$ cat config.mk
export PLATFORM = sky130hd
export DESIGN_NAME = rv523_regfile
export DESIGN_NICKNAME = d
export VERILOG_FILES = /design/src/rtl/rv523_regfile_pkg.sv /design/src/rtl/rv523_regfile_regword.sv /design/src/rtl/rv523_regfile.sv
export SDC_FILE = /design/constraint.sdc
export NUM_CORES = 2
export LEC_CHECK = 0
export CAP_MARGIN = 20
export CELL_PAD_IN_SITES_DETAIL_PLACEMENT = 1
export CELL_PAD_IN_SITES_GLOBAL_PLACEMENT = 1
export CORE_ASPECT_RATIO = 0.5
export CORE_UTILIZATION = 59
export DETAILED_ROUTE_END_ITERATION = 12
export GPL_TIMING_DRIVEN = 0
export PLACE_DENSITY_LB_ADDON = 0.15
export SLEW_MARGIN = 20
export SYNTH_ARGS = -nofsm -noshare
export SYNTH_HDL_FRONTEND = slang
export SYNTH_HIERARCHICAL = 1
export SYNTH_SLANG_ARGS = --single-unit
$ cat constraint.sdc
create_clock -name clk -period 7.25 [get_ports clk]
set_clock_uncertainty 0.15 [all_clocks]
set_input_delay 1.0875 -clock clk [delete_from_list [all_inputs] [get_ports clk]]
set_output_delay 1.0875 -clock clk [all_outputs]
set_load 0.01 [all_outputs]
$ cat src/rtl/rv523_regfile_pkg.sv
`default_nettype none
// ============================================================================
// Module  : rv523_pkg
// Brief   : Shared constants and elaboration helpers for the RV523 storage cells.
// Revision: 1.0 - initial release
// ============================================================================
package rv523_pkg;

  localparam int RV523_XLEN = 32;
  localparam int RV523_NREG = 32;

  // Ceiling log2. Returns 0 for values of 0 or 1; callers clamp as needed.
  function automatic int rv523_clog2(input int value);
    int result;
    result = 0;
    for (int i = 0; i < 31; i++) begin
      if ((1 << i) < value) begin
        result = i + 1;
      end
    end
    return result;
  endfunction

endpackage
`default_nettype wire

$ cat src/rtl/rv523_regfile_regword.sv
`default_nettype none
// ============================================================================
// Module  : rv523_regword
// Brief   : One register-file row: WIDTH enable-flops with async active-low clear.
// Revision: 1.0 - initial release
// ============================================================================
module rv523_regword
  import rv523_pkg::*;
#(
  parameter int WIDTH = RV523_XLEN
) (
  input  logic             clk,
  input  logic             rst_n,
  input  logic             en,
  input  logic [WIDTH-1:0] d,
  output logic [WIDTH-1:0] q
);

  logic [WIDTH-1:0] word_q;
  logic [WIDTH-1:0] word_d;

  assign word_d = en ? d : word_q;

  always_ff @(posedge clk or negedge rst_n) begin
    if (!rst_n) begin
      word_q <= '0;
    end else begin
      word_q <= word_d;
    end
  end

  assign q = word_q;

endmodule
`default_nettype wire

$ cat src/rtl/rv523_regfile.sv
`default_nettype none
// ============================================================================
// Module  : rv523_regfile
// Brief   : Parametrised multi-port register file with optional x0, bypass and
//           registered read ports.
// Revision: 1.0 - initial release
// ============================================================================
module rv523_regfile
  import rv523_pkg::*;
#(
  parameter int WIDTH     = RV523_XLEN,
  parameter int DEPTH     = RV523_NREG,
  parameter int NREAD     = 2,
  parameter bit ZERO_REG  = 1'b1,
  parameter bit BYPASS    = 1'b1,
  parameter bit SYNC_READ = 1'b0,
  localparam int AW       = (rv523_clog2(DEPTH) < 1) ? 1 : rv523_clog2(DEPTH)
) (
  input  logic                   clk,
  input  logic                   rst_n,
  input  logic                   we,
  input  logic [AW-1:0]          waddr,
  input  logic [WIDTH-1:0]       wdata,
  input  logic [NREAD-1:0]       re,
  input  logic [NREAD*AW-1:0]    raddr,
  output logic [NREAD*WIDTH-1:0] rdata
);

  // One extra bit so DEPTH == 2**AW still compares correctly.
  localparam logic [AW:0] c_depth_w = (AW + 1)'(DEPTH);

  logic             w_wr_legal;
  logic [WIDTH-1:0] w_rows [DEPTH];

  assign w_wr_legal = we
                    && ({1'b0, waddr} < c_depth_w)
                    && !(ZERO_REG && (waddr == '0));

  genvar r;
  generate
    for (r = 0; r < DEPTH; r++) begin : g_row
      if (ZERO_REG && (r == 0)) begin : g_zero
        assign w_rows[r] = '0;
      end else begin : g_word
        logic w_en;
        assign w_en = w_wr_legal && (waddr == AW'(r));

        rv523_regword #(
          .WIDTH (WIDTH)
        ) u_word (
          .clk   (clk),
          .rst_n (rst_n),
          .en    (w_en),
          .d     (wdata),
          .q     (w_rows[r])
        );
      end
    end
  endgenerate

  genvar p;
  generate
    for (p = 0; p < NREAD; p++) begin : g_rd
      logic [AW-1:0]    w_ra;
      logic [WIDTH-1:0] w_rd;

      assign w_ra = raddr[p*AW +: AW];

      // Out-of-range addresses read as zero; row 0 is already zero when hardwired.
      always_comb begin
        w_rd = '0;
        if ({1'b0, w_ra} < c_depth_w) begin
          w_rd = w_rows[w_ra];
        end
        if (BYPASS && w_wr_legal && (waddr == w_ra)) begin
          w_rd = wdata;
        end
      end

      if (SYNC_READ) begin : g_sync
        logic [WIDTH-1:0] rd_q;
        logic [WIDTH-1:0] rd_d;

        assign rd_d = re[p] ? w_rd : rd_q;

        always_ff @(posedge clk or negedge rst_n) begin
          if (!rst_n) begin
            rd_q <= '0;
          end else begin
            rd_q <= rd_d;
          end
        end

        assign rdata[p*WIDTH +: WIDTH] = rd_q;
      end else begin : g_comb
        logic unused_re;
        assign unused_re = re[p];
        assign rdata[p*WIDTH +: WIDTH] = w_rd;
      end
    end
  endgenerate

endmodule
`default_nettype wire

**Word level (Yosys, flattened, before mapping)**

Index checks and enable logic that the tools add are counted.

- Register bits after elaboration: 992
- Input bits: 52
- Word-level logic and storage cells: 112

- Magnitude comparators: 2
- Eq/ne operators: 33
- Multiplexer cells: 8
- Bitwise operators: 2
- Reductions and logical operators: 36

Operators by type and width:

| kind | count |
|---|---|
| 32-bit binary-select mux with 5-bit select | 2 |
| 32-bit 2-to-1 mux | 6 |
| 5-bit == test (second input constant) | 16 |
| 5-bit by 4-bit == test with 1-bit output (second input constant) | 8 |
| 1-bit logical AND | 34 |
| 5-bit by 3-bit == test with 1-bit output (second input constant) | 4 |
| 6-bit greater-or-equal comparator (second input constant) | 2 |
| 5-bit inverter with 6-bit output | 2 |
| 5-bit by 2-bit == test with 1-bit output (second input constant) | 2 |
| 5-bit == test | 2 |
| 5-bit by 1-bit == test with 1-bit output (second input constant) | 1 |
| 5-bit zero test | 1 |
| 1-bit zero test | 1 |

**Depth between registers and ports, before layout**

- Word-level depth: 5
- Depth in mapped cells: 10
- Depth with buffers taken out: 5

**Modules after synthesis**

Netlist, hierarchy kept.

Modules (own cells, without submodules):

| module | times used | cells an instance | area each (µm²) | seq. area each (µm²) |
|---|---|---|---|---|
| rv523_regword | 31 | 68 | 1345.0 | 800.8 |
| rv523_regfile | 1 | 1514 | 16629.7 | 0.0 |

**Worst setup path after synthesis**

Ideal clock, no wire load.

- Path kind: input -> output
- From: input raddr[5]
- To: output rdata[62]
- Data arrival time: 2.830 ns
- Required time: 6.012 ns
- Setup slack: 3.183 ns
- Stages: 7
- Path buffers: 3
- Cell sequence: buf_2 buf_4 buf_2 mux4_2 mux2_2 o221ai_1 o21ai_0

- Word-level cells in the longest chain between the ends: 5
- Elaborated cells on any way between the ends: 7
- Those cells by class: eq/ne (1); mux (4); bitwise (1); reduce/logical (1)

RTL lines:

| what | RTL line | source |
|---|---|---|
| from (decl) | rv523_regfile.sv:25 | `input logic [NREAD*AW-1:0] raddr,` |
| 5-bit inverter with 6-bit output (not written as such) | rv523_regfile.sv:73 | `w_rd = w_rows[w_ra];` |
| 32-bit binary-select mux with 5-bit select | rv523_regfile.sv:73 |  |
| 32-bit 2-to-1 mux (not written as such) (2 in a row) | rv523_regfile.sv:73 |  |
| 32-bit 2-to-1 mux * | rv523_regfile.sv:75 | `if (BYPASS && w_wr_legal && (waddr == w_ra)) begin` |
| to (decl) | rv523_regfile.sv:26 | `output logic [NREAD*WIDTH-1:0] rdata` |

Every way passes the cells marked *; elsewhere a longest branch is shown, timed or not. The select of a mux whose other input is x is not followed.

**Worst setup path after layout**

- From: input raddr[1]
- To: output rdata[17]

The elaborated chain is that of the path after synthesis.

==> metrics list <==
- Remaining antenna violation count: 0
- For this run, design rule violations remaining after detail routing come to 0.
- Compound-Gate Fraction of Synth Area: 4.698%
* Minimum period implied by the final worst setup slack: 7.385 ns
* Initial Util: 59.64%
- Detail-routed net length per standard cell: 40.99 um
- STA classifies the critical path startpoint as a primary input.
- The later pin in the worst-skew pair is clocked with a latency of 0.72 ns.
- Post-route standard cell area excluding fillers: 0.06447 mm2
- At the end of routability-driven placement, the weighted congestion stood at 0.9411.
- Placed cell count: 5078
* Post-synthesis to final-layout area growth: 10.53%
* Summed negative setup slack over all endpoints: -0.2191 ns
* Multi-input gate area in the final layout: 0.03031 mm2
* Worst endpoint data arrival time: 6.15 ns
- Clock tree synthesis found a total of 992 sinks.
* Fin crit share: 101.9%
- Of the total power, combinational logic draws 26.4%.
- Utilization of the core after routing: 65.92%
* Net Sw Power: 5.235 mW
- Cell internal power was estimated by the tool at 12.02 mW.
* Share of flip-flops with an asynchronous set or reset: 100.0%
- Area of all sequential standard cells: 0.02482 mm2
- By area, the combinational part of the netlist is dominated by multiplexers.
- Crit Path Max Fanout: 10
* Fin. max-slew vios: 0
- In this run, post-CTS repair resized a total of 0 instances.
- Input and output buffers added on the ports amount to 104.
* Antenna violations before repair: 9
- Die span in y: 224.3 um
* Worst hold slack: 0.09666 ns
* Mapped Nets: 3674
* Peak VDD IR: 0.1759 mV
* Unrepaired setup endpoints after global routing: false
- For this block, the routed nets add up to 215000 um of wire.
* Clock network fraction of total power: 29.3%
- The cell area that synthesis handed to floorplanning was 0.05833 mm2.
- Highest achievable clock rate: 135.4 MHz
- Timing analysis after detailed placement gives a worst setup slack of 0.3691 ns.
* Total of hold buffers inserted after clock tree synthesis: 0
- Crit Path Class: primary input to primary output
- The tightest min-delay check is of the primary input to async pin type.
* Distinct cells, synth: 42
- Across the run, the number of max-cap violations was 0.
- For the worst flop-to-flop path, the logic depth is 1.
* X dimension of the die: 446.7 um
* Cell row count: 81
- For this run, the total global-route usage over all layers was measured as 43.59%.
* Actual transition at the worst max-transition pin: 1.264 ns
- Across all register-to-register paths, the minimum setup slack is 6.24 ns.
* Worst setup EP type: primary output
* Post-synthesis xor/xnor area fraction: 0.1502%
* Met3 Usage GRT: 18.74%
- The final reports fail on negative setup slack.
* Leakage: 27.94 nW
- Final net count: 3899
- Floorplan die area: 0.1002 mm2
- Once the clock tree was built, the setup fixing pass inserted 0 buffers.
* Proportion of synthesized area in mux cells: 45.16%
* Clk pin slew, worst setup/hold paths: 0.07 ns
- In the routed layout, each cell is associated on average with a via count of 7.383.
- The register with the most flip-flops in the layout has 992 of them.
- First-pass GRT wire length: 310800 um
- Yosys mapped a number of flops with a built-in enable equal to 0.
* Mean instance size in the synthesized netlist: 16.10 um2
- The pre-antenna-repair detailed-routing pass consisted of 5 iterations.
- In the global route stage, met1 resource usage came out at 59.85%.
- Proportion of total power due to net switching: 30.34%
* Result of the run: finished with violations
- Worst max-slew margin expressed relative to the limit: 15.72%
* First-iteration detailed-routing DRC count: 4659
- Global routing consumed, on the met2 layer, 61.52% of the routing resources.
* Number of buffers created by CTS: 91
* Mapped Cells: 3622
* Worst R2R End: g_row[19].g_word.u_word/q[31]
* Proportion of synthesized chip area in sequential cells: 42.56%
- Summing all placed instances gives a cell area of 0.06147 mm2.
- Fraction of power consumed by sequential logic: 44.2%
- Filler cell count: 8508
- Maximum buffer depth of the clock tree: 3
- In this run the most used layer during global routing was met2.
* Hold violation total from the final report: 0
- Adder-Cell Fraction of Synth Area: 0%
* Post-route worst setup slack: -0.1352 ns
* Total global routing overflow: 0
* Via count of the first global-routing pass: 41210
* DR vias: 38720
* Final Setup Violations: 2
* Largest net degree at the start of global routing: 145
- Areal power density over the cells: 267.7 mW/mm2
- For the worst setup path, the data required time is 6.01 ns.
* Layout cells sized above 1: 50.03%
* Count of boundary I/O pins: 116
* Most used flip-flop cell after synthesis: sky130_fd_sc_hd__dfrtp_1
- Total chip power: 17.26 mW
- The clock tree synthesis step divided the H-tree into 3 levels.
* Detailed placer's ending HPWL: 145100 um
- TritonCTS built the clock tree.
- During synthesis, Yosys emitted a total of 6 warnings.
- Finished Layout Cells: 5245
* Core footprint: 0.09780 mm2
- Summing the areas of all and, or, nand and nor instances in the mapped netlist gives 1.961% of the synthesized area.
- Reg2Reg Launch Point: g_row[19].g_word.u_word/q[31]
- The tree is rooted in a sky130_fd_sc_hd__clkbuf_16.
- The synthesized design contains 992 register bits.
==> placed cells by master, fill, tap and decap left out, types with 4 or more instances in the layout <==
master / instances
sky130_fd_sc_hd__o221ai_1: 44
sky130_fd_sc_hd__clkbuf_8: 20
sky130_fd_sc_hd__nand2_1: 54
sky130_fd_sc_hd__o21ai_1: 29
sky130_fd_sc_hd__dfrtp_1: 992
sky130_fd_sc_hd__nand3_1: 11
sky130_fd_sc_hd__buf_6: 34
sky130_fd_sc_hd__nor2b_1: 4
sky130_fd_sc_hd__buf_1: 10
sky130_fd_sc_hd__buf_16: 13
sky130_fd_sc_hd__mux2i_1: 152
sky130_fd_sc_hd__xnor2_1: 8
sky130_fd_sc_hd__bufinv_16: 6
sky130_fd_sc_hd__or3_1: 32
sky130_fd_sc_hd__mux2_2: 218
sky130_fd_sc_hd__inv_6: 4
sky130_fd_sc_hd__clkdlybuf4s50_1: 71
sky130_fd_sc_hd__clkinv_2: 13
sky130_fd_sc_hd__o21ai_0: 5
sky130_fd_sc_hd__nor3_1: 4
sky130_fd_sc_hd__nor2_1: 116
sky130_fd_sc_hd__o32ai_1: 31
sky130_fd_sc_hd__nand2b_1: 11
sky130_fd_sc_hd__buf_2: 115
sky130_fd_sc_hd__a221oi_1: 120
sky130_fd_sc_hd__clkbuf_16: 91
sky130_fd_sc_hd__clkbuf_1: 122
sky130_fd_sc_hd__clkbuf_2: 7
sky130_fd_sc_hd__clkbuf_4: 4
sky130_fd_sc_hd__buf_4: 12
sky130_fd_sc_hd__mux2_4: 930
sky130_fd_sc_hd__a211oi_1: 26
sky130_fd_sc_hd__o22ai_1: 100
sky130_fd_sc_hd__or2_2: 6
sky130_fd_sc_hd__buf_12: 105
sky130_fd_sc_hd__mux4_2: 373
==> synth_stat cells (2+ instances only) <==
master                       n  share of area, %
sky130_fd_sc_hd__nor2_1    116              0.75
sky130_fd_sc_hd__mux4_2    373                14
sky130_fd_sc_hd__mux2_4    930                24
sky130_fd_sc_hd__o221ai_1   44              0.66
sky130_fd_sc_hd__buf_12     93               3.2
sky130_fd_sc_hd__buf_2      81              0.70
sky130_fd_sc_hd__o22ai_1   100               1.1
sky130_fd_sc_hd__a211oi_1   26              0.33
sky130_fd_sc_hd__mux2i_1   152               2.6
sky130_fd_sc_hd__nand2b_1   11              0.12
sky130_fd_sc_hd__buf_6      34              0.66
sky130_fd_sc_hd__clkbuf_1  106              0.68
sky130_fd_sc_hd__nand4b_1    2             0.030
sky130_fd_sc_hd__nand3_1    11             0.094
sky130_fd_sc_hd__or2_2       6             0.064
sky130_fd_sc_hd__o21ai_0     5             0.043
sky130_fd_sc_hd__o21ai_1    29              0.25
sky130_fd_sc_hd__nor2b_1     4             0.043
sky130_fd_sc_hd__or3_1      32              0.34
sky130_fd_sc_hd__o32ai_1    31              0.47
sky130_fd_sc_hd__a221oi_1  120               1.8
sky130_fd_sc_hd__xnor2_1     8              0.12
sky130_fd_sc_hd__nor3_1      4             0.034
sky130_fd_sc_hd__buf_4      12              0.15
sky130_fd_sc_hd__xor2_1      2             0.030
sky130_fd_sc_hd__mux2_2    218               4.2
sky130_fd_sc_hd__buf_1      13             0.084
sky130_fd_sc_hd__nand2_1    54              0.35
sky130_fd_sc_hd__dfrtp_1   992                43
==> worst max-delay path by stage <==
stage                  start                       endpoint  slack, ns  cells past startpoint
floorplan           raddr[5]                      rdata[62]       3.18                      7
global placement       rst_n  g_row[25].g_word.u_word/q[14]     -39.62                      1
detailed placement  raddr[1]                      rdata[19]       0.37                      9
CTS                 raddr[1]                      rdata[19]       0.32                      9
global route        raddr[1]                      rdata[19]       0.16                     10
finish              raddr[1]                      rdata[17]      -0.14                     10
==> layout make-up <==
cell class | count | share of cell area, %
Multi-Input combinational cell | 2290 | 47.02
Sequential cell | 992 | 38.51
Buffer | 339 | 4.961
Clock buffer | 133 | 4.087
Tap cell | 1328 | 2.577
Timing Repair Buffer | 132 | 2.325
Clock inverter | 27 | 0.5085
Antenna cell | 3 | 0.01164
Inverter | 1 | 0.005822
==> layer usage <==
metal	routed length [um]	up-vias
met2	92510	2602
met4	8589	10
met5	94	-
met3	28540	515
met1	85270	21030
li1	-	14560
==> worst max-delay path: stages <==
cell and delay (ns):
sky130_fd_sc_hd__clkdlybuf4s50_1 0.59, sky130_fd_sc_hd__buf_2 0.39, sky130_fd_sc_hd__nor2b_1 0.76, sky130_fd_sc_hd__nand2_1 0.69, sky130_fd_sc_hd__clkbuf_1 0.62, sky130_fd_sc_hd__o221ai_1 0.37
sky130_fd_sc_hd__a221oi_1 0.10, sky130_fd_sc_hd__clkbuf_4 0.26, sky130_fd_sc_hd__a211oi_1 0.59, sky130_fd_sc_hd__clkdlybuf4s50_1 0.67
==> power by group through the flow <==
stage                     Combinational, mW  Sequential, mW  Clock [mW]
after floorplan                        3.13            7.25           0
after global placement                 4.19            7.50           0
after detailed placement               4.38            7.60           0
after CTS                              4.46            7.56        5.08
after global routing                   4.73            7.71        5.26
final                                  4.56            7.63        5.06
==> cell families (layout without fill, tap and decap cells) <==
kind of cell / after synthesis / in the layout
multiplexers: 1673 / 1673
flip-flops: 992 / 992
AO/OA/AOI/OAI: 358 / 358
buffers and inverters: 340 / 632
AND/OR/NAND/NOR: 249 / 249
XOR/XNOR: 10 / 10
other: 0 / 3
No activity file was read; power rests on OpenSTA's default activity.
